**src/rtl/ser_mem_cmd_pkg.sv**
```systemverilog
// Shared definitions for ser_mem_cmd: protocol command codes, ack byte and FSM state encoding.
// The ACK state is only defined when SER_MEM_CMD_ACK_EN is set.
package ser_mem_cmd_pkg;

    typedef logic [3:0] state_t;

    localparam logic [7:0] CMD_SETADDR = 8'h01;
    localparam logic [7:0] CMD_WRITE   = 8'h02;
    localparam logic [7:0] CMD_READ    = 8'h03;
    localparam logic [7:0] ACK_BYTE    = 8'hA5;

    localparam logic [3:0] ST_IDLE  = 4'd0;
    localparam logic [3:0] ST_A2    = 4'd1;
    localparam logic [3:0] ST_A1    = 4'd2;
    localparam logic [3:0] ST_A0    = 4'd3;
    localparam logic [3:0] ST_WLEN  = 4'd4;
    localparam logic [3:0] ST_WDATA = 4'd5;
    localparam logic [3:0] ST_WMEM  = 4'd6;
    localparam logic [3:0] ST_RLEN  = 4'd7;
    localparam logic [3:0] ST_RMEM  = 4'd8;
    localparam logic [3:0] ST_RTX   = 4'd9;
`ifdef SER_MEM_CMD_ACK_EN
    localparam logic [3:0] ST_ACK   = 4'd10;
`endif

    // While a READ is streaming out, incoming bytes carry no meaning and are thrown away.
    function automatic logic is_read_state(input state_t st);
        return (st == ST_RMEM) || (st == ST_RTX);
    endfunction

endpackage

```
**src/rtl/ser_mem_rxbuf.sv**
```systemverilog
// One-byte receive holding register with full flag and sticky overrun detection.
// A pop and a new byte in the same cycle keep the register full with the new byte.
module ser_mem_rxbuf (
    input  logic       mclk,
    input  logic       reset,
    input  logic [7:0] rx_data,
    input  logic       rx_strobe,
    input  logic       discard,
    input  logic       pop,
    output logic       full,
    output logic [7:0] data,
    output logic       overrun
);

    logic       full_d, full_q;
    logic [7:0] data_d, data_q;
    logic       overrun_d, overrun_q;

    always_comb begin
        full_d    = full_q;
        data_d    = data_q;
        overrun_d = overrun_q;
        if (pop) begin
            full_d = 1'b0;
        end
        if (rx_strobe && !discard) begin
            if (full_q && !pop) begin
                overrun_d = 1'b1;
            end else begin
                full_d = 1'b1;
                data_d = rx_data;
            end
        end
    end

    always_ff @(posedge mclk or posedge reset) begin
        if (reset) begin
            full_q    <= 1'b0;
            data_q    <= 8'h00;
            overrun_q <= 1'b0;
        end else begin
            full_q    <= full_d;
            data_q    <= data_d;
            overrun_q <= overrun_d;
        end
    end

    assign full    = full_q;
    assign data    = data_q;
    assign overrun = overrun_q;

endmodule

```
**src/rtl/ser_mem_cmd.sv**
```systemverilog
// ser_mem_cmd: UART byte-protocol engine issuing single-byte SRAM reads/writes on the serial port.
// Define SER_MEM_CMD_ACK_EN to transmit ACK_BYTE after every completed SETADDR or WRITE.
module ser_mem_cmd
    import ser_mem_cmd_pkg::*;
#(
    parameter int ADDR_W = 20,
    parameter int LEN_W  = 8
) (
    input  logic              mclk,
    input  logic              reset,
    input  logic [7:0]        rx_data,
    input  logic              rx_strobe,
    input  logic              tx_ready,
    output logic [7:0]        tx_data,
    output logic              tx_strobe,
    output logic              mem_begin_wr,
    output logic              mem_begin_rd,
    input  logic              mem_finish,
    output logic [ADDR_W-1:0] mem_addr,
    output logic [7:0]        mem_data_wr,
    input  logic [7:0]        mem_data_rd,
    output logic              busy,
    output logic              overrun
);

`ifdef SER_MEM_CMD_ACK_EN
    localparam state_t ST_DONE = ST_ACK;
`else
    localparam state_t ST_DONE = ST_IDLE;
`endif

    state_t            state_d, state_q;
    logic [ADDR_W-1:0] addr_d, addr_q;
    logic [15:0]       addr_hi_d, addr_hi_q;
    logic [LEN_W-1:0]  cnt_d, cnt_q;
    logic [7:0]        wdata_d, wdata_q;
    logic [7:0]        txd_d, txd_q;
    logic              begin_wr_d, begin_wr_q;
    logic              begin_rd_d, begin_rd_q;
    logic              tx_gap_d, tx_gap_q;

    logic              rx_full;
    logic [7:0]        rx_byte;
    logic              rx_pop;
    logic              tx_fire;

    ser_mem_rxbuf u_rxbuf (
        .mclk     (mclk),
        .reset    (reset),
        .rx_data  (rx_data),
        .rx_strobe(rx_strobe),
        .discard  (is_read_state(state_q)),
        .pop      (rx_pop),
        .full     (rx_full),
        .data     (rx_byte),
        .overrun  (overrun)
    );

    // The cycle right after a strobe never strobes again, whatever tx_ready says.
`ifdef SER_MEM_CMD_ACK_EN
    assign tx_fire = ((state_q == ST_RTX) || (state_q == ST_ACK)) && tx_ready && !tx_gap_q;
`else
    assign tx_fire = (state_q == ST_RTX) && tx_ready && !tx_gap_q;
`endif

    always_comb begin
        state_d   = state_q;
        addr_d    = addr_q;
        addr_hi_d = addr_hi_q;
        cnt_d     = cnt_q;
        wdata_d   = wdata_q;
        txd_d     = txd_q;
        rx_pop    = 1'b0;

        case (state_q)
            ST_IDLE: begin
                if (rx_full) begin
                    rx_pop = 1'b1;
                    case (rx_byte)
                        CMD_SETADDR: state_d = ST_A2;
                        CMD_WRITE:   state_d = ST_WLEN;
                        CMD_READ:    state_d = ST_RLEN;
                        default:     state_d = ST_IDLE;
                    endcase
                end
            end
            ST_A2: begin
                if (rx_full) begin
                    rx_pop          = 1'b1;
                    addr_hi_d[15:8] = rx_byte;
                    state_d         = ST_A1;
                end
            end
            ST_A1: begin
                if (rx_full) begin
                    rx_pop         = 1'b1;
                    addr_hi_d[7:0] = rx_byte;
                    state_d        = ST_A0;
                end
            end
            ST_A0: begin
                if (rx_full) begin
                    rx_pop  = 1'b1;
                    addr_d  = ADDR_W'({addr_hi_q, rx_byte});
                    state_d = ST_DONE;
                end
            end
            // cnt holds "bytes left after the current one", so a length of 0 wraps to the full range.
            ST_WLEN: begin
                if (rx_full) begin
                    rx_pop  = 1'b1;
                    cnt_d   = LEN_W'(rx_byte) - LEN_W'(1);
                    state_d = ST_WDATA;
                end
            end
            ST_WDATA: begin
                if (rx_full) begin
                    rx_pop  = 1'b1;
                    wdata_d = rx_byte;
                    state_d = ST_WMEM;
                end
            end
            ST_WMEM: begin
                if (mem_finish) begin
                    addr_d = addr_q + ADDR_W'(1);
                    if (cnt_q == '0) begin
                        state_d = ST_DONE;
                    end else begin
                        cnt_d   = cnt_q - LEN_W'(1);
                        state_d = ST_WDATA;
                    end
                end
            end
            ST_RLEN: begin
                if (rx_full) begin
                    rx_pop  = 1'b1;
                    cnt_d   = LEN_W'(rx_byte) - LEN_W'(1);
                    state_d = ST_RMEM;
                end
            end
            ST_RMEM: begin
                if (mem_finish) begin
                    addr_d  = addr_q + ADDR_W'(1);
                    txd_d   = mem_data_rd;
                    state_d = ST_RTX;
                end
            end
            ST_RTX: begin
                if (tx_fire) begin
                    if (cnt_q == '0) begin
                        state_d = ST_IDLE;
                    end else begin
                        cnt_d   = cnt_q - LEN_W'(1);
                        state_d = ST_RMEM;
                    end
                end
            end
`ifdef SER_MEM_CMD_ACK_EN
            ST_ACK: begin
                if (tx_fire) begin
                    state_d = ST_IDLE;
                end
            end
`endif
            default: state_d = ST_IDLE;
        endcase

`ifdef SER_MEM_CMD_ACK_EN
        if ((state_d == ST_ACK) && (state_q != ST_ACK)) begin
            txd_d = ACK_BYTE;
        end
`endif
    end

    // Requests are single-cycle pulses raised on entry to the memory-wait states.
    assign begin_wr_d = (state_d == ST_WMEM) && (state_q != ST_WMEM);
    assign begin_rd_d = (state_d == ST_RMEM) && (state_q != ST_RMEM);
    assign tx_gap_d   = tx_fire;

    always_ff @(posedge mclk or posedge reset) begin
        if (reset) begin
            state_q    <= ST_IDLE;
            addr_q     <= '0;
            addr_hi_q  <= '0;
            cnt_q      <= '0;
            wdata_q    <= 8'h00;
            txd_q      <= 8'h00;
            begin_wr_q <= 1'b0;
            begin_rd_q <= 1'b0;
            tx_gap_q   <= 1'b0;
        end else begin
            state_q    <= state_d;
            addr_q     <= addr_d;
            addr_hi_q  <= addr_hi_d;
            cnt_q      <= cnt_d;
            wdata_q    <= wdata_d;
            txd_q      <= txd_d;
            begin_wr_q <= begin_wr_d;
            begin_rd_q <= begin_rd_d;
            tx_gap_q   <= tx_gap_d;
        end
    end

    assign tx_data      = txd_q;
    assign tx_strobe    = tx_fire;
    assign mem_begin_wr = begin_wr_q;
    assign mem_begin_rd = begin_rd_q;
    assign mem_addr     = addr_q;
    assign mem_data_wr  = wdata_q;
    assign busy         = (state_q != ST_IDLE);

endmodule

```
**config.mk**
```make
export PLATFORM = sky130hd
export DESIGN_NAME = ser_mem_cmd
export DESIGN_NICKNAME = d
export VERILOG_FILES = /design/src/rtl/ser_mem_cmd_pkg.sv /design/src/rtl/ser_mem_rxbuf.sv /design/src/rtl/ser_mem_cmd.sv
export SDC_FILE = /design/constraint.sdc
export NUM_CORES = 1
export LEC_CHECK = 0
export CAP_MARGIN = 30
export CORE_MARGIN = 2
export CORE_UTILIZATION = 25
export CTS_CLUSTER_SIZE = 14
export DETAILED_ROUTE_END_ITERATION = 16
export GPL_TIMING_DRIVEN = 0
export PLACE_DENSITY = 0.49
export SYNTH_ARGS = -nofsm -noshare
export SYNTH_HDL_FRONTEND = slang
export SYNTH_SLANG_ARGS = --single-unit
```
**constraint.sdc**
```tcl
create_clock -name mclk -period 2.7 [get_ports mclk]
set_input_delay 0.54 -clock mclk [delete_from_list [all_inputs] [get_ports mclk]]
set_output_delay 0.54 -clock mclk [all_outputs]
set_load 0.02 [all_outputs]
```
### Word level (Yosys, flattened, before mapping)

Index checks and enable logic that the tools add are counted.

* register bits: 73
* output and inout port bits: 41
* logic and storage cells: 91

* $add $sub $neg: 3
* eq/ne operators: 21
* muxes and demuxes: 27
* bitwise gates (word level): 1
* reduce and logical (&&, ||, !) cells: 26

Operator list (count)
* 4-bit two-way mux: 11
* 20-bit two-way mux: 2
* 20-bit one-hot mux with 2 select lines: 1
* 4-bit one-hot mux with 10 select lines: 1
* 8-bit two-way mux: 4
* 8-bit one-hot mux with 3 select lines: 1
* 20-bit by 1-bit adder with 20-bit output (second input constant): 1
* 4-bit by 3-bit == test with 1-bit output (second input constant): 5
* 8-bit by 2-bit == test with 1-bit output (second input constant): 2
* 8-bit by 1-bit subtractor with 8-bit output (second input constant): 2
* 4-bit == test (second input constant): 3
* 2-bit AND reduction: 6
* 3-bit one-hot mux with 3 select lines: 1
* 4-bit by 2-bit == test with 1-bit output (second input constant): 2
* 8-bit by 1-bit == test with 1-bit output (second input constant): 1
* 8-bit logical NOT: 1
* 7-bit OR reduction: 1
* 1-bit logical AND: 6
* 2-bit by 1-bit inequality test with 1-bit output (second input constant): 3
* 1-bit two-way mux: 5
* 4-bit by 1-bit == test with 1-bit output (second input constant): 1
* 4-bit logical NOT: 1
* 2-bit inequality test (second input constant): 2
* 4-bit by 3-bit inequality test with 1-bit output (second input constant): 1
* other kinds (11): 14

### Logic depth before layout (Yosys ltp)

Gate-level depths: netlist (run 1).

* depth after elaboration: 7
* depth in mapped cells: 8
* depth with buffers taken out: 7

### By module

Synthesis (run 1) repeated with hierarchy kept, for this count alone.

* cell total of the unflattened synthesis: 393
* area total of the unflattened synthesis: 3940.0 sq um

Modules (own cells, without submodules)
* ser_mem_cmd: instances 1, cells an instance 368, area an instance 3499.6 sq um, seq. area each 1576.5 sq um
* ser_mem_rxbuf: instances 1, cells an instance 25, area an instance 440.4 sq um, seq. area each 250.2 sq um

### Worst setup path before layout (run 1)

No wires, ideal clock.

* path type: flip-flop to output port
* from: register state_q[1]
* to: output busy
* arrival time: 1.367 ns
* slack: 0.793 ns
* cell stages (with the launch flop): 4
* path buffers: 2
* cell sequence: dfrtp_1 > buf_4 > clkbuf_1 > or4_1

* cells in the longest elaborated chain, start to end: 1

RTL lines
* from (decl): line ser_mem_cmd.sv:32 `state_t state_d, state_q;`
* from (signal assigned): line ser_mem_cmd.sv:192 `state_q <= state_d;`
* 4-bit nonzero test: line ser_mem_cmd.sv:210 `assign busy = (state_q != ST_IDLE);`
* to (decl): line ser_mem_cmd.sv:22 `output logic busy,`

No other way between the ends.

### Final worst setup path (run 1)

Ends and elaborated chain as after synthesis.

==> metrics, run 1 <==
final cycle utilization of the critical path 0.961; clock buffer count from CTS 9; IO buf count 61; Worst-path clk slew 0.06 ns; CTS tree built; Logic pwr share 0.452; P&R area growth vs syn 29.5%; Hold Path Origin u_rxbuf.overrun; R2R Path Start u_rxbuf.data[3]; Syn. warnings 0; GRT Resource Usage Total 0.136; layout cells sized above 1 0.178; actual slew at the worst max-slew pin 0.681 ns; RSZ-0062 raised after global routing false; die width 130 µm; Gate Count Post-Synth 390; Boundary Pins 62; largest area contributor in the netlist dfrtp_1; Hold Path Class flop to flop; gr ovfl total 0; largest net degree at the start of global routing 54; # hold bufs at CTS 0; Synth top area share 0.460; area taken by multi-input logic gates 1970 µm²; initial antenna violation count 0; Post-synth top cells dfrtp_1 (73), nor2_1 (34), mux2_2 (32), nand2_1 (31), a21oi_1 (30); Slew HR 0.546; drt wl/cell 15.8 µm; Hold Slack 0.471 ns; DRC errors left 0; Synth Area in Adders 0.0189; Die Y 130 µm; simple-gate area share of the yosys netlist 0.175; Post-Syn Area 3970 µm²; PwrDens 1100 nW/µm²; placed insts 668; Worst path max stage delay 0.57 ns; Peak Freq 0.385 GHz; worst IR drop on VDD 397 µV; Max clock buf depth 2; Seq/Total Area, Yosys 0.460; Pins Over Slew Limit 0; Post-Synth XOR/XNOR Area 0.0132; number of distinct library cells after synthesis 60; vias per cell 4.79; via count 3272; cts repair resizes 2; synth top area cells dfrtp_1 (46%), mux2_2 (9.1%), a21oi_1 (3.8%); ys async rst share 1.00; Compound-Gate Fraction of Synth Area 0.197; DRT iter0 DRCs 191; clock power share 0.195; Num Clock Sinks 73; Crit. End Element output port; CP required 2.16 ns; register area 1830 µm²; top-count cell post-synth dfrtp_1; Min Clock Period, post-route 2.60 ns; Main synth FF type dfrtp_1; Max FO, Critical Path 10; Core ar. 15700 µm²; final hold vios 0; Post-synth EDFFs 0; status complete, no violations; fill count 1612; largest family of logic cells by synthesized area compound AO/OA/AOI/OAI gates; slowest stage cell, crit path or4_1; Setup Fix Bufs, Post-CTS 0; Switching Fraction 0.405; Routability Congestion 0.851; Setup Crit Path Kind flop to output port; Avg Inst Size Synth 10.2 µm²; die area 16900 µm²; HPWL Detailed 7770 µm; register share of total power 0.353; H-tree Lvls 3; syn_nets 417; clk_lat worst skew 0.35 ns; Yosys reg bits 73; TritonRoute pass-1 iters 4; Rows 46; Critical Path Start Type flop; Initial Util 0.253; Nets 490; Crit. Startpoint state_q[1]; clock root buffer master clkbuf_16; clk_skew 0.00774 ns; cell internal pwr 3.37 mW; overall routed net length 10800 µm; WP buf/inv 3; final-report setup violation count 0; first-pass GRT wire length 17500 µm; Leak 2.15 nW; number of max-cap violations 0; vias in the first global route 3255; CP top delay family buffers and inverters; NetSw 2.29 mW; # diodes 0; mux cell area share after synthesis 0.0933; worst path cell trace buf_4 > clkbuf_1 > or4_1 > dlygate4sd2_1; residual antenna-violating net count after detailed routing 0; critical path data arrival time 2.06 ns; non-filler instance count after layout 683; Power, Total 5.66 mW
==> per-layer routing <==
metal	vias to the layer above	track usage	wire [µm]
met5	-	0	0
met4	0	0.0506	194
met2	68	0.215	4960
met1	1608	0.177	5150
li1	1580	-	-
met3	16	0.0381	463
==> logic make-up (layout without fill, tap and decap cells) <==
kind of cell / after synthesis / after routing
and+or+nand+nor: 127 / 127
AOI/OAI and AO/OA: 110 / 110
DFF: 73 / 73
buffers and inverters: 35 / 112
muxes: 33 / 33
adders and majority gates: 6 / 6
xor gates and xnor gates: 6 / 6
==> power by group through the flow <==
stage	logic, mW	registers (mW)	clock network [mW]
after floorplan	1.45	2.15	0
after global placement	2.55	2.00	0
after detailed placement	2.58	2.02	0
after CTS	2.58	2.00	1.14
after global routing	2.81	2.07	1.20
final	2.56	2.00	1.10
==> worst paths after layout <==
check                             endpoint  slack, ns  depth (start not counted)
max                                   busy       0.10                          4
max in group asynchronous         cnt_q[1]       1.62                          3
min in group asynchronous       state_q[1]       0.51                          2
min reg2reg                u_rxbuf.overrun       0.47                          1
max reg2reg                       cnt_q[7]       0.58                          6
min                        u_rxbuf.overrun       0.47                          1
==> layout by cell type (no fill, tap or decap), types with 3 or more instances in the layout <==
master and count:
nor3_1 5, clkdlybuf4s50_1 59, o22ai_1 8, a22oi_1 4, nand4_1 4, clkbuf_16 9, a31oi_1 5, xnor2_1 4
nand2_1 31, buf_4 4, inv_1 11, dfrtp_1 73, nand3_1 12, buf_2 12, nor3_2 3, nor2_1 34
and2_1 3, nor3b_1 5, nand2b_1 6, o22a_1 12, nor2b_1 5, and3_1 4, mux2_2 32, a2bb2oi_1 6
o21ai_0 18, a21oi_1 30, ha_1 6, a41oi_1 4, clkbuf_1 6, o21ai_1 3
==> registers in the layout (all words and copies together) (netlist names) <==
signal / flops
state_q: 4
mem_begin_rd: 1
u_rxbuf.full: 1
tx_gap_q: 1
u_rxbuf.overrun: 1
u_rxbuf.data: 8
mem_begin_wr: 1
mem_addr: 20
tx_data: 8
mem_data_wr: 8
cnt_q: 8
addr_hi_q: 12
==> area by class of cell <==
cell class,count,area share
Buffer,22,0.0234
Clock buffer,10,0.0445
Clock inverter,5,0.00657
Inverter,13,0.00998
Multi-Input combinational cell,282,0.384
Sequential cell,73,0.355
Tap cell,216,0.0526
Timing Repair Buffer,62,0.124
==> per-stage QoR <==
| step | setup TNS [ns] | instance area (µm²) | util | setup WS [ns] |
|---|---|---|---|---|
| 2_1_floorplan | 0 | 3970 | - | 0.307 |
| 3_3_place_gp | -83.20 | 4850 | 0.309 | -1.15 |
| 3_5_place_dp | 0 | 4880 | 0.311 | 0.230 |
| 4_1_cts | 0 | 5140 | 0.327 | 0.0722 |
| 5_1_grt | 0 | 5140 | 0.327 | 0.0200 |
| 6_report | 0 | 5140 | 0.327 | 0.105 |
==> worst register-to-register path, delay by kind of cell (launching register included) <==
kind	cells	cell delay, ns
flip-flops	1	0.35
AO/OA/AOI/OAI	3	0.49
buffers and inverters	1	0.27
AND/OR/NAND/NOR	2	0.89
(Power assumes the default switching activity.)
==> inputs of run 2 (changes only) <==
--- a/config.mk
+++ b/config.mk
@@ -12,6 +12,7 @@
 export DETAILED_ROUTE_END_ITERATION = 16
 export GPL_TIMING_DRIVEN = 0
 export PLACE_DENSITY = 0.49
+export SLEW_MARGIN = 15
 export SYNTH_ARGS = -nofsm -noshare
 export SYNTH_HDL_FRONTEND = slang
 export SYNTH_SLANG_ARGS = --single-unit
==> results of run 2 <==
The final DEF is identical to that of run 1; final timing and power are the same.
==> inputs of run 3 (changes only) <==
--- a/config.mk
+++ b/config.mk
@@ -10,8 +10,9 @@
 export CORE_UTILIZATION = 25
 export CTS_CLUSTER_SIZE = 14
 export DETAILED_ROUTE_END_ITERATION = 16
+export DONT_BUFFER_PORTS = 1
 export GPL_TIMING_DRIVEN = 0
-export PLACE_DENSITY = 0.49
+export PLACE_DENSITY = 0.44
 export SLEW_MARGIN = 15
 export SYNTH_ARGS = -nofsm -noshare
 export SYNTH_HDL_FRONTEND = slang
==> constraint.sdc (replaced) <==
create_clock -name mclk -period 3 [get_ports mclk]
set_input_delay 0.6 -clock mclk [delete_from_list [all_inputs] [get_ports mclk]]
set_output_delay 0.6 -clock mclk [all_outputs]
set_load 0.02 [all_outputs]
==> run 3 against run 2 <==
- sequential power grew 5%
- cell area shrank 11%
- register-to-register slack gained 0.24 ns
- die area is the same
- setup slack gained 0.42 ns
==> metrics, run 3 (same netlist as run 1, synthesis figures left out) <==
clock root buffer master clkbuf_16 (unchanged); Critical Path Start Type flop (unchanged); first-pass GRT wire length 17900 µm (was 17500 µm); number of max-cap violations 0 (unchanged); Setup Fix Bufs, Post-CTS 0 (unchanged); Initial Util 0.253 (unchanged); Hold Path Class input port to asynchronous set/reset pin (was flop to flop); Max clock buf depth 2 (unchanged); # diodes 0 (unchanged); CP required 2.40 ns (was 2.16 ns); GRT Resource Usage Total 0.140 (was 0.136); Logic pwr share 0.337 (was 0.452); R2R Path Start mem_addr[0] (was u_rxbuf.data[3]); cts repair resizes 0 (was 2); Routability Congestion 0.820 (was 0.851); critical path data arrival time 1.87 ns (was 2.06 ns); H-tree Lvls 3 (unchanged); die width 130 µm (unchanged); worst IR drop on VDD 343 µV (was 397 µV); Peak Freq 0.404 GHz; drt wl/cell 17.9 µm (was 15.8 µm); status complete, no violations (unchanged); CTS tree built (unchanged); leading cell types in the layout, fill and taps excluded dfrtp_1 (73), nor2_1 (34), mux2_2 (32) (was dfrtp_1 (73), clkdlybuf4s50_1 (59), nor2_1 (34)); Core ar. 15700 µm² (unchanged); IO buf count 0 (was 61); die area 16900 µm² (unchanged); Rows 46 (unchanged); HPWL Detailed 7860 µm (was 7770 µm); vias in the first global route 3177 (was 3255); register share of total power 0.437 (was 0.353); layout cells sized above 1 0.209 (was 0.178); Pins Over Slew Limit 0 (unchanged); Crit. End Element output port (unchanged); actual slew at the worst max-slew pin 0.710 ns (was 0.681 ns); max FFs per register 20 (unchanged); initial antenna violation count 0 (unchanged); residual antenna-violating net count after detailed routing 0 (unchanged); final hold vios 0 (unchanged); RSZ-0062 raised after global routing false (unchanged); fill count 1616 (was 1612); Nets 429 (was 490); final-report setup violation count 0 (unchanged); clock buffer count from CTS 9 (unchanged); flop2flop setup slack 0.82 ns (was 0.58 ns); overall routed net length 11200 µm (was 10800 µm); final cycle utilization of the critical path 0.824; Min Clock Period, post-route 2.47 ns; TritonRoute pass-1 iters 5 (was 4); gr ovfl total 0 (unchanged); clk_skew 0.00815 ns (was 0.00774 ns); vias per cell 5.00 (was 4.79); PwrDens 1060 nW/µm² (was 1100 nW/µm²); NetSw 2.06 mW (was 2.29 mW); via count 3115 (was 3272); Boundary Pins 62 (unchanged); DRC errors left 0 (unchanged); Max FO, Critical Path 10 (unchanged); Hold Slack 0.155 ns (was 0.471 ns); # hold bufs at CTS 0 (unchanged); Num Clock Sinks 73 (unchanged); Slew HR 0.524 (was 0.546); DRT iter0 DRCs 226 (was 191); R2R cell count 6 (unchanged); Die Y 130 µm (unchanged); Setup Crit Path Kind flop to output port (unchanged); P&R area growth vs syn 14.8% (was 29.5%); cell internal pwr 2.75 mW (was 3.37 mW); commonest non-fill, non-tap cell in the layout dfrtp_1 (unchanged); Switching Fraction 0.428 (was 0.405); reg2reg end mem_addr[18] (was cnt_q[7]); setup TNS 0 ns (unchanged); largest net degree at the start of global routing 39 (was 54); Worst-path clk slew 0.06 ns (about the same); clock power share 0.227 (was 0.195); clk_lat worst skew 0.35 ns (about the same); Leak 1.94 nW (was 2.15 nW)
run 3: cell count changes in the layout (fill, tap and decap cells not counted):
cell             delta
buf_16              -1
clkinv_2            +1
dlygate4sd2_1       -2
clkinv_4            +2
buf_12              +1
clkbuf_1            -1
clkdlybuf4s50_1    -59
clkinvlp_4          -2
bufinv_16           +1
run 3: worst max-delay path by stage:
stage          cells past startpoint           end  slack [ns]       start
2_1_floorplan                      1  addr_hi_q[0]        0.55       reset
6_report                           3          busy        0.53  state_q[1]
4_1_cts                            3          busy        0.50  state_q[1]
5_1_grt                            3          busy        0.45  state_q[1]
3_3_place_gp                       1  mem_begin_wr       -0.47       reset
3_5_place_dp                       7   mem_addr[1]        0.82  state_q[0]
run 3: layer usage:
metal / vias to the layer above / global-route usage / wire [µm]
met4: 0 / 0.0424 / 153
met3: 14 / 0.0431 / 664
li1: 1462 / - / -
met2: 88 / 0.221 / 5230
met1: 1551 / 0.185 / 5110
met5: - / 0 / 0
run 3: stage by stage:
| stage | util | std cells | power, mW | worst slack (ns) | instance area [µm²] |
|---|---|---|---|---|---|
| finish | 0.290 | 623 | 4.81 | 0.528 | 4560 |
| global route | 0.290 | 623 | 5.17 | 0.452 | 4560 |
| CTS | 0.290 | 623 | 4.86 | 0.499 | 4560 |
| detailed placement | 0.271 | 607 | 3.74 | 0.816 | 4260 |
| global placement | 0.270 | 606 | 3.70 | -0.471 | 4240 |
| floorplan | - | 390 | 3.24 | 0.547 | 3970 |
run 3: cell type report:
class                           instances  area (µm²)  area share
Inverter                               13        51.3      0.0113
Clock inverter                          7        71.3      0.0156
Sequential cell                        73        1830       0.401
Buffer                                 22         120      0.0263
Multi-Input combinational cell        282        1970       0.433
Tap cell                              216         270      0.0593
Timing Repair Buffer                    1        20.0     0.00439
Clock buffer                            9         225      0.0494
run 3: power by group through the flow:
stage               registers (mW)  logic, mW  clock network (mW)
floorplan                     1.94       1.31                   0
global placement              2.11       1.59                   0
detailed placement            2.12       1.62                   0
CTS                           2.10       1.63                1.13
global route                  2.17       1.82                1.18
finish                        2.10       1.62                1.09
run 3: critical path, stage by stage, from the launching register on:
cell and delay (ns):
dfrtp_1 0.39, buf_4 0.19, clkbuf_1 0.23, or4_1 0.71
==> RTL edit 1, RTL diff (settings of run 1) <==
The parameter `LEN_W` goes from 8 to 16.
--- a/src/rtl/ser_mem_cmd.sv
+++ b/src/rtl/ser_mem_cmd.sv
@@ -4,7 +4,7 @@
     import ser_mem_cmd_pkg::*;
 #(
     parameter int ADDR_W = 20,
-    parameter int LEN_W  = 8
+    parameter int LEN_W  = 16
 ) (
     input  logic              mclk,
     input  logic              reset,
Function: same outputs for any inputs over 4 cycles, from zero or initial values and one cycle with reset high; that may be too few to reach the edited logic, so the function may still have changed.
==> RTL edit 1 against run 1 <==
Sequential power grew 12%. Sequential cell count up 8. Clock power rose by 16%. Setup slack gained 63 ps. Total power is 21% higher. Routed wire length up 16%. Area after synthesis increased by 11%. Final area is 10% higher. Critical path type unchanged. Largest power group unchanged.
==> RTL edit 1: results (changes against run 1) <==
status=completed (unchanged); Critical-path top delay cell=dfrtp_1 (was or4_1); met1 usage=0.188 (was 0.177); inverter count=17 (was 13); P_int=3940 uW (was 3370 uW); Non-CTS buffers=92 (was 84); XOR/XNOR share of the synthesized area=0.0119 (was 0.0132); crit path DAT=1990 ps (was 2060 ps); max incr delay on CP=360 ps (was 570 ps); Die X=137 um (was 130 um); routed length on met1=6.01 mm (was 5.15 mm); Slew @ Worst Pin=1010 ps (was 681 ps); Compound-Gate Fraction of Synth Area=0.208 (was 0.197); met3 WL=737 um (was 463 um); Hold Crit Class=in -> async (was reg -> reg); Leakage=0.00232 uW (was 0.00215 uW); met2 WL=5.47 mm (was 4.96 mm); Final WS setup=167 ps (was 105 ps); Seq pwr share=0.328 (was 0.353); total track usage=0.139 (was 0.136); final wirelength=12.5 mm (was 10.8 mm); Final Wtd Congestion=0.844 (was 0.851); reg-to-reg startpoint=state_q[2]$_DFF_PP0_ (was u_rxbuf.data[3]$_DFFE_PP0P_); Filler Cell Count=1780 (was 1612); power per cell area=1200 nW/um^2 (was 1100 nW/um^2); top cells by area, synth=dfrtp_1 (46%), mux2_2 (8.2%), a21oi_1 (4.0%) (was dfrtp_1 (46%), mux2_2 (9.1%), a21oi_1 (3.8%)); Via density=5.13 (was 4.79); Setup Slack @ Placement=-288 ps (was 230 ps); Post-DP Area=5330 sq um (was 4880 sq um); Worst Clk Skew=11.1 ps (was 7.74 ps)
RTL edit 1: what timing repair did:
item | 4_1_cts | 5_1_grt
buffers inserted | 0 | 0
setup endpoints to repair | 2 | 26
gates resized for setup | 2 | 12
RTL edit 1: worst min path at each step:
stage                                     start                     endpoint  slack, ps  cells after the start
finish                                    reset         state_q[0]$_DFF_PP0_        500                      2
global route             tx_data[0]$_DFFE_PP0P_       tx_data[0]$_DFFE_PP0P_        520                      1
CTS                                       reset         state_q[0]$_DFF_PP0_        500                      2
detailed placement     addr_hi_q[0]$_DFFE_PP0P_     addr_hi_q[0]$_DFFE_PP0P_        480                      2
global placement    u_rxbuf.overrun$_DFFE_PP0P_  u_rxbuf.overrun$_DFFE_PP0P_        470                      1
floorplan              addr_hi_q[1]$_DFFE_PP0P_     addr_hi_q[1]$_DFFE_PP0P_        440                      2
RTL edit 1: critical path: cells and delay by family, from the launching register on:
kind | cells | cell delay (ps)
DFF | 1 | 360
and+or+nand+nor | 2 | 470
buffers and inverters | 4 | 810
==> RTL edit 2, RTL diff (flow settings as in run 1) <==
Without the edit above. Register the output `overrun`, without a reset; this adds one clock of latency there. The other outputs are not delayed to match.
--- a/src/rtl/ser_mem_cmd.sv
+++ b/src/rtl/ser_mem_cmd.sv
@@ -23,6 +23,8 @@
     output logic              overrun
 );
 
+    logic overrun_c;
+
 `ifdef SER_MEM_CMD_ACK_EN
     localparam state_t ST_DONE = ST_ACK;
 `else
@@ -53,7 +55,7 @@
         .pop      (rx_pop),
         .full     (rx_full),
         .data     (rx_byte),
-        .overrun  (overrun)
+        .overrun  (overrun_c)
     );
 
     // The cycle right after a strobe never strobes again, whatever tx_ready says.
@@ -209,5 +211,9 @@
     assign mem_data_wr  = wdata_q;
     assign busy         = (state_q != ST_IDLE);
 
+    always_ff @(posedge mclk) begin
+        overrun <= overrun_c;
+    end
+
 endmodule
 
Formal check against the unedited RTL: not equivalent (a bounded check fails within 10 cycles, from zero or initial values and one cycle with reset high).
==> RTL edit 2 against run 1 <==
Setup slack got worse by 23 ps. Final area rose by 1.9%. Hold slack got worse by 97 ps. Synthesized cell count rose by 0.26%. Routed wire length barely moved. Total power rose by 5.5%. Sequential cell count rose by 1. Area after synthesis rose by 0.50%. Largest cell class unchanged. Utilization rose by 0.63 points. Combinational power barely moved.
==> RTL edit 2: results (changes against run 1) <==
status=completed (unchanged); Final nets=491 (was 490); synth warn=0 (unchanged); Signal buf overhead=0.144 (was 0.147); Setup Slack @ Placement=213 ps (was 230 ps); Post-DP Area=4900 sq um (was 4880 sq um); Filler Cell Count=1617 (was 1612); total number of vias=3235 (was 3272); Worst Clk Skew=5.45 ps (was 7.74 ps); Leakage=0.00220 uW (was 0.00215 uW); Non-CTS buffers=84 (unchanged); Largest register FFs=20 (unchanged); Async SR Flop Fraction=0.986 (was 1.00); R2R cell count=6 (unchanged); synthesized area=3990 sq um (was 3970 sq um); inverter count=13 (unchanged); share of cells above drive strength 1=0.179 (was 0.178); Final Wtd Congestion=0.833 (was 0.851); hold_ws=375 ps (was 471 ps); setup bufs post-CTS=0 (unchanged); first-pass GRT wire length=17.5 mm (about the same); total track usage=0.136 (about the same); synthesis-to-layout area growth=31.3% (was 29.5%); dpl cells=669 (was 668); CP Max Fanout=10 (unchanged); clk cell area share=0.0652 (was 0.0511); hold path depth=0 (was 1); VDD IR max=414 uV (was 397 uV); Final WS setup=81.2 ps (was 105 ps); Post-Syn Nets=418 (was 417); Seq area share=0.352 (was 0.355); Distinct cells, synth=61 (was 60); post-detail-place hpwl=7.70 mm (was 7.77 mm); routed wire length per instance=15.7 um (was 15.8 um); DRT iter0 DRCs=199 (was 191); crit path DAT=2080 ps (was 2060 ps); multi-input gate share of the layout cell area=0.377 (was 0.384); sequential cell count=74 (was 73); Slew @ Worst Pin=632 ps (was 681 ps); top cells by area, synth=dfrtp_1 (46%), mux2_2 (9.0%), a21oi_1 (3.8%) (was dfrtp_1 (46%), mux2_2 (9.1%), a21oi_1 (3.8%)); final wirelength=10.7 mm (was 10.8 mm); post-synthesis cell count=391 (was 390); Reg2Reg Setup Slack=620 ps (was 580 ps); Seq/Total Area, Yosys=0.463 (was 0.460); initial antenna violation count=0 (unchanged); pin count of the biggest net entering global routing=51 (was 54)
RTL edit 2: changes by cell type after synthesis, sizes merged:
cell,before,now
dfxtp,0,1
RTL edit 2: kinds of logic after synthesis:
| kind of cell | synth area share |
|---|---|
| buffers and inverters | 0.0423 |
| multiplexers | 0.0928 |
| XOR/XNOR | 0.0132 |
| AO/OA/AOI/OAI | 0.196 |
| adder cells (fa/ha/maj) | 0.0188 |
| AND/OR/NAND/NOR | 0.174 |
| flip-flops | 0.463 |
RTL edit 2: timing repair:
item,in CTS,in global routing
hold buffers,0,0
gates resized for setup,2,0
endpoints found under the setup margin,2,0
RTL edit 2: layer usage:
layer  wire [um]  vias to the layer above  track usage
li1            -                     1586            -
met1        4980                     1586        0.178
met2        5220                       52        0.218
met3         397                       11       0.0312
met4         156                        0       0.0563
met5           0                        -            0
RTL edit 2: worst paths after layout:
kind	startpoint	end
worst max-delay path	state_q[1]$_DFF_PP0_	busy
worst min-delay path	u_rxbuf.overrun$_DFFE_PP0P_	overrun$_DFF_P_
worst max register to register	u_rxbuf.data[2]$_DFFE_PP0P_	cnt_q[7]$_DFFE_PP0P_
worst min register to register	u_rxbuf.overrun$_DFFE_PP0P_	overrun$_DFF_P_
max in group asynchronous	reset	mem_addr[2]$_DFFE_PP0P_
min in group asynchronous	reset	tx_data[6]$_DFFE_PP0P_
RTL edit 2: report_power, final:
part / internal, uW / switching (uW) / total (uW)
sequential: 1550 / 467 / 2010
combinational: 1230 / 1330 / 2560
clock: 906 / 486 / 1390
total: 3680 / 2290 / 5970
RTL edit 2: worst max-delay path: stages (launching register included):
cell and delay, ps:
dfrtp_1 400, buf_4 190, clkbuf_1 240, or4_1 570, dlygate4sd2_1 340
